==> config.mk <==
export PLATFORM = sky130hd
export DESIGN_NAME = pipeline_ctrl
export DESIGN_NICKNAME = d
export VERILOG_FILES = /design/src/rtl/pipeline_ctrl_pkg.sv /design/src/rtl/pipeline_ctrl_merge.sv /design/src/rtl/pipeline_ctrl.sv
export SDC_FILE = /design/constraint.sdc
export NUM_CORES = 1
export LEC_CHECK = 0
export CAP_MARGIN = 20
export CORE_UTILIZATION = 47
export DETAILED_ROUTE_END_ITERATION = 7
export PLACE_DENSITY = 0.9
export SYNTH_ARGS = -nofsm -noshare
export SYNTH_HDL_FRONTEND = slang
export SYNTH_SLANG_ARGS = --single-unit
==> constraint.sdc <==
create_clock -name clk -period 2.4 [get_ports clk]
set_input_delay 0.24 -clock clk [delete_from_list [all_inputs] [get_ports clk]]
set_output_delay 0.24 -clock clk [all_outputs]
set_load 0.005 [all_outputs]
==> src/rtl/pipeline_ctrl_pkg.sv <==
`timescale 1ns/1ps
`default_nettype none
// ============================================================================
// Module : pipeline_types (package)
// Brief  : Shared control bundle, controller state encoding and stage indices
// Rev    : 1.0
// ============================================================================
package pipeline_types;

    localparam int NUM_STAGES   = 6;

    localparam int STG_PC       = 0;
    localparam int STG_IF       = 1;
    localparam int STG_ID       = 2;
    localparam int STG_DISPATCH = 3;
    localparam int STG_EX       = 4;
    localparam int STG_MEM      = 5;

    typedef struct packed {
        logic [NUM_STAGES-1:0] pause;
        logic                  exception_flush;
        logic                  branch_flush;
    } ctrl_t;

    typedef enum logic [1:0] {
        RUN        = 2'd0,
        FLUSH_WAIT = 2'd1,
        FLUSH      = 2'd2,
        IDLE_WAIT  = 2'd3
    } ctrl_state_e;

endpackage
`default_nettype wire

==> src/rtl/pipeline_ctrl_merge.sv <==
`timescale 1ns/1ps
`default_nettype none
// ============================================================================
// Module : pause_merge
// Brief  : Suffix-OR of stall requests: a stall in stage k freezes stages 0..k
// Rev    : 1.0
// ============================================================================
module pause_merge #(
    parameter int STAGES = 6
) (
    input  logic [STAGES-1:0] pause_req_i,
    output logic [STAGES-1:0] pause_o
);

    for (genvar gi = 0; gi < STAGES; gi++) begin : g_suffix_or
        assign pause_o[gi] = |pause_req_i[STAGES-1:gi];
    end

endmodule
`default_nettype wire

==> src/rtl/pipeline_ctrl.sv <==
`timescale 1ns/1ps
`default_nettype none
// ============================================================================
// Module : pipeline_ctrl
// Brief  : Pipeline pause/flush controller with redirect sequencing and watchdog
// Rev    : 1.0
// ============================================================================
module pipeline_ctrl
    import pipeline_types::*;
#(
    parameter int STAGES        = NUM_STAGES,
    parameter int PC_W          = 32,
    parameter int PAUSE_TIMEOUT = 1024,
    parameter int CNT_W         = 11
) (
    input  logic              clk,
    input  logic              rst,
    input  logic [STAGES-1:0] pause_req,
    input  logic              mem_busy,
    input  logic              excp_valid,
    input  logic [PC_W-1:0]   excp_target,
    input  logic              branch_valid,
    input  logic [PC_W-1:0]   branch_target,
    input  logic              idle_valid,
    input  logic              irq_pending,
    output ctrl_t             ctrl,
    output logic              redirect_valid,
    output logic [PC_W-1:0]   redirect_pc,
    output logic              timeout_err
);

    localparam logic [CNT_W-1:0] C_TIMEOUT = CNT_W'(PAUSE_TIMEOUT);

    ctrl_state_e       state_q, state_d;
    logic [PC_W-1:0]   target_q, target_d;
    logic [PC_W-1:0]   redir_pc_q, redir_pc_d;
    logic              redir_v_q, redir_v_d;
    logic              exc_flush_q, exc_flush_d;
    logic              br_flush_q, br_flush_d;
    logic [CNT_W-1:0]  wdog_q, wdog_d;
    logic              err_q, err_d;

    logic [STAGES-1:0] w_merged;
    logic [STAGES-1:0] w_pause;
    logic              w_br_accept;

    pause_merge #(
        .STAGES (STAGES)
    ) u_pause_merge (
        .pause_req_i (pause_req),
        .pause_o     (w_merged)
    );

    // Pause is combinational, so it is forced low while reset is held.
    always_comb begin
        w_pause = '0;
        if (rst) begin
            case (state_q)
                RUN:                   w_pause = w_merged;
                FLUSH_WAIT, IDLE_WAIT: w_pause = '1;
                default:               w_pause = '0;
            endcase
        end
    end

    always_comb begin
        state_d     = state_q;
        target_d    = target_q;
        w_br_accept = 1'b0;
        case (state_q)
            RUN: begin
                if (excp_valid) begin
                    target_d = excp_target;
                    state_d  = mem_busy ? FLUSH_WAIT : FLUSH;
                end else begin
                    w_br_accept = branch_valid && !w_pause[STG_EX];
                    if (idle_valid && !irq_pending) state_d = IDLE_WAIT;
                end
            end
            FLUSH_WAIT: begin
                if (!mem_busy) state_d = FLUSH;
            end
            FLUSH: state_d = RUN;
            IDLE_WAIT: begin
                if (excp_valid) begin
                    target_d = excp_target;
                    state_d  = mem_busy ? FLUSH_WAIT : FLUSH;
                end else if (irq_pending) begin
                    state_d = RUN;
                end
            end
            default: state_d = RUN;
        endcase
    end

    // Flush/redirect pulses are registered so they line up with the FLUSH state.
    always_comb begin
        exc_flush_d = 1'b0;
        br_flush_d  = 1'b0;
        redir_v_d   = 1'b0;
        redir_pc_d  = redir_pc_q;
        if (state_d == FLUSH) begin
            exc_flush_d = 1'b1;
            redir_v_d   = 1'b1;
            redir_pc_d  = target_d;
        end else if (w_br_accept) begin
            br_flush_d  = 1'b1;
            redir_v_d   = 1'b1;
            redir_pc_d  = branch_target;
        end
    end

    always_comb begin
        wdog_d = '0;
        if (w_pause[STAGES-1]) begin
            wdog_d = (wdog_q == C_TIMEOUT) ? wdog_q : wdog_q + 1'b1;
        end
        err_d = err_q | (wdog_d == C_TIMEOUT);
    end

    always_ff @(posedge clk or negedge rst) begin
        if (!rst) begin
            state_q     <= RUN;
            target_q    <= '0;
            redir_pc_q  <= '0;
            redir_v_q   <= 1'b0;
            exc_flush_q <= 1'b0;
            br_flush_q  <= 1'b0;
            wdog_q      <= '0;
            err_q       <= 1'b0;
        end else begin
            state_q     <= state_d;
            target_q    <= target_d;
            redir_pc_q  <= redir_pc_d;
            redir_v_q   <= redir_v_d;
            exc_flush_q <= exc_flush_d;
            br_flush_q  <= br_flush_d;
            wdog_q      <= wdog_d;
            err_q       <= err_d;
        end
    end

    assign ctrl = '{pause: w_pause, exception_flush: exc_flush_q, branch_flush: br_flush_q};
    assign redirect_valid = redir_v_q;
    assign redirect_pc    = redir_pc_q;
    assign timeout_err    = err_q;

endmodule
`default_nettype wire

[After elaboration in Yosys (flattened, before gate mapping)]
Index checks and enable logic that the tools add are counted.
Operators by class
  equal/unequal tests: 6
  add/sub/neg operators: 1
  reduce and logical (&&, ||, !) cells: 13
  multiplexer cells: 21
  bitwise gates (word level): 1
Operators by type and width (number)
  32-bit 2-to-1 mux: 4
  11-bit == test (second input constant): 2
  11-bit 2-to-1 mux: 2
  2-bit 2-to-1 mux: 6
  6-bit one-hot mux with 2 select lines: 1
  11-bit by 1-bit adder with 11-bit output (second input constant): 1
  2-bit one-hot mux with 4 select lines: 1
  2-bit == test (second input constant): 3
  1-bit 2-to-1 mux: 6
  6-bit 2-to-1 mux: 1
  2-bit OR reduction: 3
  6-bit OR reduction: 1
  5-bit OR reduction: 1
  4-bit OR reduction: 1
  3-bit OR reduction: 1
  2-bit by 1-bit == test with 1-bit output (second input constant): 1
  1-bit logical AND: 2
  1-bit zero test: 2
  2-bit zero test: 1
  2-bit nonzero test: 1
  1-bit OR: 1
Word-level totals
  output and inout bits: 42
  logic and storage cells: 50
  input port bits: 77
  register bits: 81

[Depth between registers and ports, before layout]
Gate-level depths: netlist of the first run.
  word-level depth: 10
  depth in mapped cells: 10
  mapped depth without buffers: 9

[By module]
From an unflattened synthesis of the first run, not the netlist that was laid out.
Unflattened totals
  cells, all modules: 311
  area total of the unflattened synthesis: 4065.1 µm²
Modules (own cells, without submodules)
  pipeline_ctrl: sequential area each 2026.9 µm², times used 1, area each 4020.1 µm², cells each 305
  pause_merge: sequential area each 0.0 µm², times used 1, area each 45.0 µm², cells each 6

[Least setup slack after synthesis of the first run]
No wires, ideal clock.
  path kind: register to register
  start point: register state_q[1]
  end point: register redir_pc_q[10] (netlist: redirect_pc[10])
  data arrival time: 2.047 ns
  stages on the path, launching flop included: 9
  data required time: 2.275 ns
  setup time: 0.125 ns
  slack: 0.228 ns
  cells stage by stage: dfrtp_1 > inv_1 > ha_1 > a22oi_1 > o2111ai_1 > a221o_1 > nor3b_4 > buf_6 > mux2_2
Between the ends
  elaborated cells on any way between the ends: 22
  classes of those cells: 4 x eq/ne; 12 x mux; 6 x reduce/logical
RTL lines
  start, declared: line pipeline_ctrl.sv:34  | ctrl_state_e state_q, state_d;
  start signal, assigned: line pipeline_ctrl.sv:132  | state_q <= state_d;
  2-bit 2-to-1 mux, on equally long branches: line pipeline_ctrl.sv:88, pipeline_ctrl.sv:77
  2-bit 2-to-1 mux, on equally long branches: line pipeline_ctrl.sv:85, pipeline_ctrl.sv:72
  2-bit one-hot mux with 4 select lines *: line pipeline_ctrl.sv:70  | case (state_q)
  named net state_d[1]: line pipeline_ctrl.sv:34
  2-bit == test *: line pipeline_ctrl.sv:102  | if (state_d == FLUSH) begin
  32-bit 2-to-1 mux / 2-bit nonzero test (equally long branches)
  end signal, assigned: line pipeline_ctrl.sv:134  | redir_pc_q <= redir_pc_d;
  end, declared: line pipeline_ctrl.sv:36  | logic [PC_W-1:0] redir_pc_q, redir_pc_d;
Mark *: on every way through the listed nets, which the timed path passes. The rest lies on a longest branch.
A chain may end at the register's enable or synchronous reset.

[Worst setup path after layout of the first run]
  start point: register state_q[0]
  end point: register redir_pc_q[25] (netlist: redirect_pc[25])
Between the ends
  longest elaborated chain between the ends: 9
  elaborated cells on any way between the ends: 22
  classes of those cells: 4 x eq/ne; 12 x mux; 6 x reduce/logical
Ends and longest elaborated chain
  2-bit == test / 2-bit by 1-bit == test with 1-bit output (equally long branches): line pipeline_ctrl.sv:58, pipeline_ctrl.sv:70
  2-bit OR reduction: line pipeline_ctrl.sv:58  | case (state_q)
  6-bit one-hot mux with 2 select lines: line pipeline_ctrl.sv:58
  6-bit 2-to-1 mux: line pipeline_ctrl.sv:57  | if (rst) begin
  1-bit zero test: line pipeline_ctrl.sv:76  | w_br_accept = branch_valid && !w_pause[STG_EX];
  1-bit logical AND: line pipeline_ctrl.sv:76
  1-bit 2-to-1 mux: line pipeline_ctrl.sv:72  | if (excp_valid) begin
  1-bit 2-to-1 mux: line pipeline_ctrl.sv:70
  2-bit nonzero test (no source line)
Several ways; a longest one is shown, not always the timed one.

==> metrics.txt, run 1 <==
final hold vios 0; Initial Util 0.497; Tcrit/Tclk final 0.933; switching power 0.00193 W; Cell variety after synth 37; CTS root buffer clkbuf_8; Via-to-Cell Ratio between 5 and 6; clock sinks just over 80; fin cells 538; Post-layout nets a little over 500; Boundary Pins 119; CP Class flop to flop; syn nets 389; most used cell, CP mux2_2; first-pass GRT wire length 14,000 um; commonest non-fill, non-tap cell in the layout clkdlybuf4s50_1; 1st-iter DRT viols 117; top cells by area, synth dfrtp_1, mux2_2, ha_1, nor2_1, buf_6; P_leak around 2.3 nW; initial antenna violation count 0; GR Util met3 0.0537; Seq cells post-synth 81; switching share of power 0.302; share of power burned in registers 0.351; status finished clean; largest net degree at the start of global routing 56; worst skew pair latency 0.35 ns; # H-tree levels 3; GRT Util Overall 0.208; M1 GR Usage 0.255; R2R Path Start state_q[0]; 1st-pass router iterations 6; Die Width 93.4 um; Avg Cell Area, Syn 12.9 sq um; Critical Path RT 2.63 ns; sequential share of the synthesized area 0.517; gr busiest metal met2; final core occ 0.695; Syn-to-layout area delta 39.8%; total number of vias 2,829; Startpoint Class flop; Post-route DRC 0; Hold WS around 0.47 ns; CP delay by family, top multiplexers; Routed WL 8430 um; Synthesis Warnings 0; dpl cells 520; Worst-Margin Slew around 0.7 ns; setup_tns 0 ns; chip height approximately 93 um; Worst setup EP type flop; layout cells sized above 1 0.330; Slew headroom 0.539; maxcap violations 0; r2r endpoint redirect_pc[25]; GR met2 Demand/Resource 0.359; Yosys top cell by area dfrtp_1; critical path peak fanout 16; crit-path cells ha_2 > nor4_1 > o2111ai_4 > buf_4 > mux2_2 > mux2_2; fin. max-slew vios 0; slowest stage cell, crit path nor4_1; PD cells about 1200 nW/um^2; CTS tree built; Clock Tree Buf Depth 2; Die ar. about 8700 sq um; number of synthesized flops with an enable pin 0; highest clock rate 0.447 GHz; Yosys top cell area share 0.517; site row count 32; Syn Inst Count 305; Reg2Reg Depth 6; Max stage delay on crit path 0.47 ns; Final Wtd Congestion roughly 0.86; Final Skew 0.00838 ns; Diodes inserted 0; asr flop ratio synth 1.00; register-to-register setup slack about 0.16 ns; commonest cells after routing, fill and taps aside clkdlybuf4s50_1, mux2_2, dfrtp_1; Clk pwr share 0.144; IO Port Bufs 118; RSZ-0062 raised after global routing false; number of global-route vias before repair 2,981; Gate power share 0.505; Post-DRT Antenna Nets 0; Worst Path Arrival 2.47 ns; peak supply drop 0.000756 V; internal power 0.00447 W; Core Box Area 7890 sq um; wire per inst 15.7 um; remaining global-route overflow 0; CTS buffer count 9; min cycle time layout 2.24 ns; clock-pin slew on the worst setup and hold paths 0.09 ns; Hold Path Class input pin to asynchronous set/reset pin; ys flop type dfrtp_1; hpwl dp 6210 um; Buf/Inv on CP 1; Syn Std Cell Area 3920 sq um; Setup Viol. Count Final 0
power by group through the flow:
stage / registers, W / clock network (W) / logic [W]
after floorplan: 0.00223 / 0 / 0.00197
after global placement: 0.00224 / 0 / 0.00310
after detailed placement: 0.00228 / 0 / 0.00320
after CTS: 0.00226 / 0.000944 / 0.00325
after global routing: 0.00232 / 0.00100 / 0.00353
final: 0.00225 / 0.000921 / 0.00323
worst max-delay path by stage:
stage                           from               to  cells after the start
after floorplan           state_q[1]  redirect_pc[10]                      8
after CTS                 state_q[0]          ctrl[2]                      7
after global routing      state_q[0]          ctrl[7]                      8
after detailed placement  state_q[1]  redirect_pc[23]                      8
after global placement    state_q[1]  redirect_pc[12]                      8
final                     state_q[0]  redirect_pc[25]                      6
timing repair:
action	4_1_cts	5_1_grt
endpoints found under the hold margin	26	0
setup endpoints to repair	2	16
gates resized for setup	9	6
hold buffers	1	0
pin swaps	0	0
buffers inserted	1	0
layout make-up:
class,instances,area (sq um)
Fill cell,565,2400
Sequential cell,81,2030
Multi-Input combinational cell,201,1800
Timing Repair Buffer,131,1310
Clock buffer,10,138
Tap cell,102,128
Clock inverter,6,50.0
Inverter,7,26.3
stage by stage:
step | cell area (sq um) | setup slack, ns | total power (W)
after global routing | 5480 | 0.0135 | 0.00685
after global placement | 5240 | 0.158 | 0.00534
after detailed placement | 5240 | 0.0667 | 0.00548
final | 5480 | 0.161 | 0.00640
after CTS | 5470 | 0.0286 | 0.00645
after floorplan | 3920 | 0.228 | 0.00420
logic make-up after synthesis:
kind of cell / share of synthesized area
xor gates and xnor gates: 0.0201
buffers and inverters: 0.0354
adders and majority gates: 0.0223
muxes: 0.278
AOI/OAI and AO/OA: 0.0469
DFF: 0.517
and+or+nand+nor: 0.0801
worst reg2reg max path: cells and delay by family (launching register included):
kind,cells,cell delay [ns]
compound gates,1,0.17
fa+ha+maj,1,0.25
buf+inv,1,0.24
flops,1,0.43
mux,2,0.56
simple gates,1,0.47
routing by layer:
metal | part of all wire | routed length [um] | vias to the layer above
li1 | - | - | 1339
met1 | 0.42 | 3540 | 1393
met2 | 0.51 | 4270 | 88
met3 | 0.060 | 503 | 9
met4 | 0.014 | 118 | 0
met5 | 0 | 0 | -
cell usage after synthesis (all sizes together), types with 2 or more instances:
library cell and n:
a21oi 10, a31o 2, buf 8, clkbuf 8, dfrtp 81, ha 7
inv 7, mux2 97, nand2 11, nand2b 4, nand3 6, nand4 4
nor2 18, nor2b 4, nor3 4, nor3b 2, o2111ai 2, o211ai 2
o21ai 5, or2 2, or3 2, xnor2 4, xor2 5
registers in the layout, summed over array words and instances (netlist names):
| signal | count |
|---|---|
| redirect_valid | 1 |
| redirect_pc | 32 |
| wdog_q | 11 |
| br_flush_q | 1 |
| exc_flush_q | 1 |
| target_q | 32 |
| timeout_err | 1 |
| state_q | 2 |
No activity file was read; power rests on OpenSTA's default activity.
==> run 2, diff against run 1 <==
- CORE_MARGIN: unset -> 4
==> metrics.txt, run 2 (same netlist as run 1, synthesis figures left out) <==
Multi-input gate area 1820 sq um (+0.83%); CTS root buffer clkbuf_8; Initial Util 0.480 (-0.0175); Diodes inserted 0 (unchanged); fin cells 545 (+1.3%); clock-pin slew on the worst setup and hold paths 0.09 ns (about the same); commonest non-fill, non-tap cell in the layout clkdlybuf4s50_1; Startpoint Class flop; hpwl dp 6500 um (+4.7%); CP Class flop to flop; Die ar. 9870 sq um (+13%); Worst Path Arrival 2.53 ns (+0.06 ns); Routed WL 8750 um (+3.7%); Hold WS 0.474 ns (+0.00839 ns); critical path peak fanout 18 (+2); Syn-to-layout area delta 43.0%; remaining global-route overflow 0 (unchanged); Worst setup EP type flop; Worst-Margin Slew 0.636 ns (-0.0550 ns); 1st-iter DRT viols 65 (-44%); total number of vias 2,830 (+0.035%); register area 2030 sq um (unchanged); layout cells sized above 1 0.341 (+0.0106); first-pass GRT wire length 14,400 um (+3.2%); dpl cells 523 (+0.58%); maxcap violations 0 (unchanged); Final Wtd Congestion 0.916 (+7.0%); 1st-pass router iterations 4 (-2); Critical Path RT 2.62 ns (about the same); CTS buffer count 9 (unchanged); IO Port Bufs 118 (unchanged); Boundary Pins 119 (unchanged); Via-to-Cell Ratio 5.19 (-1.2%); Tcrit/Tclk final 0.963 (+0.0297); Hold Path Class input pin to asynchronous set/reset pin; site row count 33 (+3.1%); Post-layout nets 519 (+0.78%); highest clock rate 0.433 GHz (-3.1%); status finished clean; fin. max-slew vios 0 (unchanged); Slew headroom 0.576 (+0.0366); CTS tree built; final hold vios 0 (unchanged); chip height 99.4 um (+6.4%); Final Skew 0.00919 ns (+0.000815 ns); Reg2Reg Depth 9 (+3); peak supply drop 0.000700 V (-7.4%); commonest cells after routing, fill and taps aside clkdlybuf4s50_1, mux2_2, dfrtp_1; wire per inst 16.1 um (+2.4%); min cycle time layout 2.31 ns (+0.0712 ns); setup_tns 0 ns (unchanged); number of global-route vias before repair 3,120 (+4.7%); Die Width 99.4 um (+6.4%); # fillers 587 (+3.9%); Post-DRT Antenna Nets 0 (unchanged); initial antenna violation count 0 (unchanged); GRT Util Overall 0.181 (-0.0264); Core Box Area 8180 sq um (+3.6%); clock sinks 81 (unchanged); PD cells 1210 nW/um^2 (+4.0%); largest net degree at the start of global routing 53 (-5.4%); P_leak 2.33 nW (+3.4%); Setup Viol. Count Final 0 (unchanged); worst skew pair latency 0.34 ns (about the same); Post-route DRC 0 (unchanged); # H-tree levels 3 (unchanged); Clock Tree Buf Depth 2 (unchanged)
## run 2: path summary, 6_finish.rpt
check,from,slack (ns),to
setup / recovery,state_q[0],0.09,redirect_pc[16]
hold / removal,rst,0.47,state_q[0]
setup reg to reg,state_q[0],0.09,redirect_pc[16]
hold reg to reg,timeout_err,0.49,timeout_err
max in group asynchronous,rst,1.38,target_q[14]
min in group clk,timeout_err,0.49,timeout_err
## run 2: area by class of cell
type / instances / share of cell area
clock buffers: 9 / 0.0221
clock inverters: 7 / 0.0187
inverters: 7 / 0.00468
multi-input cells: 201 / 0.324
flip-flops and latches: 81 / 0.361
well taps: 105 / 0.0234
repair buffers: 135 / 0.246
## run 2: power by group
| part | total (W) | switching, W | internal (W) |
|---|---|---|---|
| combinational | 0.00344 | 0.00123 | 0.00221 |
| clock | 0.00112 | 0.000520 | 0.000604 |
| sequential | 0.00225 | 0.000261 | 0.00199 |
| total | 0.00681 | 0.00201 | 0.00480 |
## run 2: what timing repair did
action | 4_1_cts | 5_1_grt
hold buffers | 1 | 0
gates resized for setup | 10 | 6
hold endpoints to repair | 29 | 0
buffers inserted | 2 | 2
pin swaps | 2 | 1
endpoints found under the setup margin | 3 | 35
cloned | 0 | 1
## run 2: routing by layer
layer,part of all wire,vias up,track usage
met5,0,-,0
met3,0.061,9,0.0547
met2,0.52,84,0.315
li1,-,1337,-
met1,0.41,1400,0.217
met4,0.0085,0,0.0536
## run 2: worst max-delay path, stage by stage (launching register included)
cell,delay (ns)
dfrtp_1,0.43
inv_2,0.08
ha_2,0.23
o21ai_2,0.18
o211ai_1,0.14
a221o_1,0.39
nor3b_4,0.17
buf_12,0.15
buf_12,0.15
mux2_2,0.27
## run 2: per-stage QoR
stage                     power (W)  setup WS (ns)  utilization  instance area, sq um
after floorplan             0.00420          0.228            -                  3920
after global placement      0.00538          0.182        0.643                  5260
after detailed placement    0.00554         0.0774        0.643                  5260
after CTS                   0.00673         0.0524        0.677                  5540
after global routing        0.00724        -0.0102        0.686                  5610
final                       0.00681         0.0898        0.686                  5610
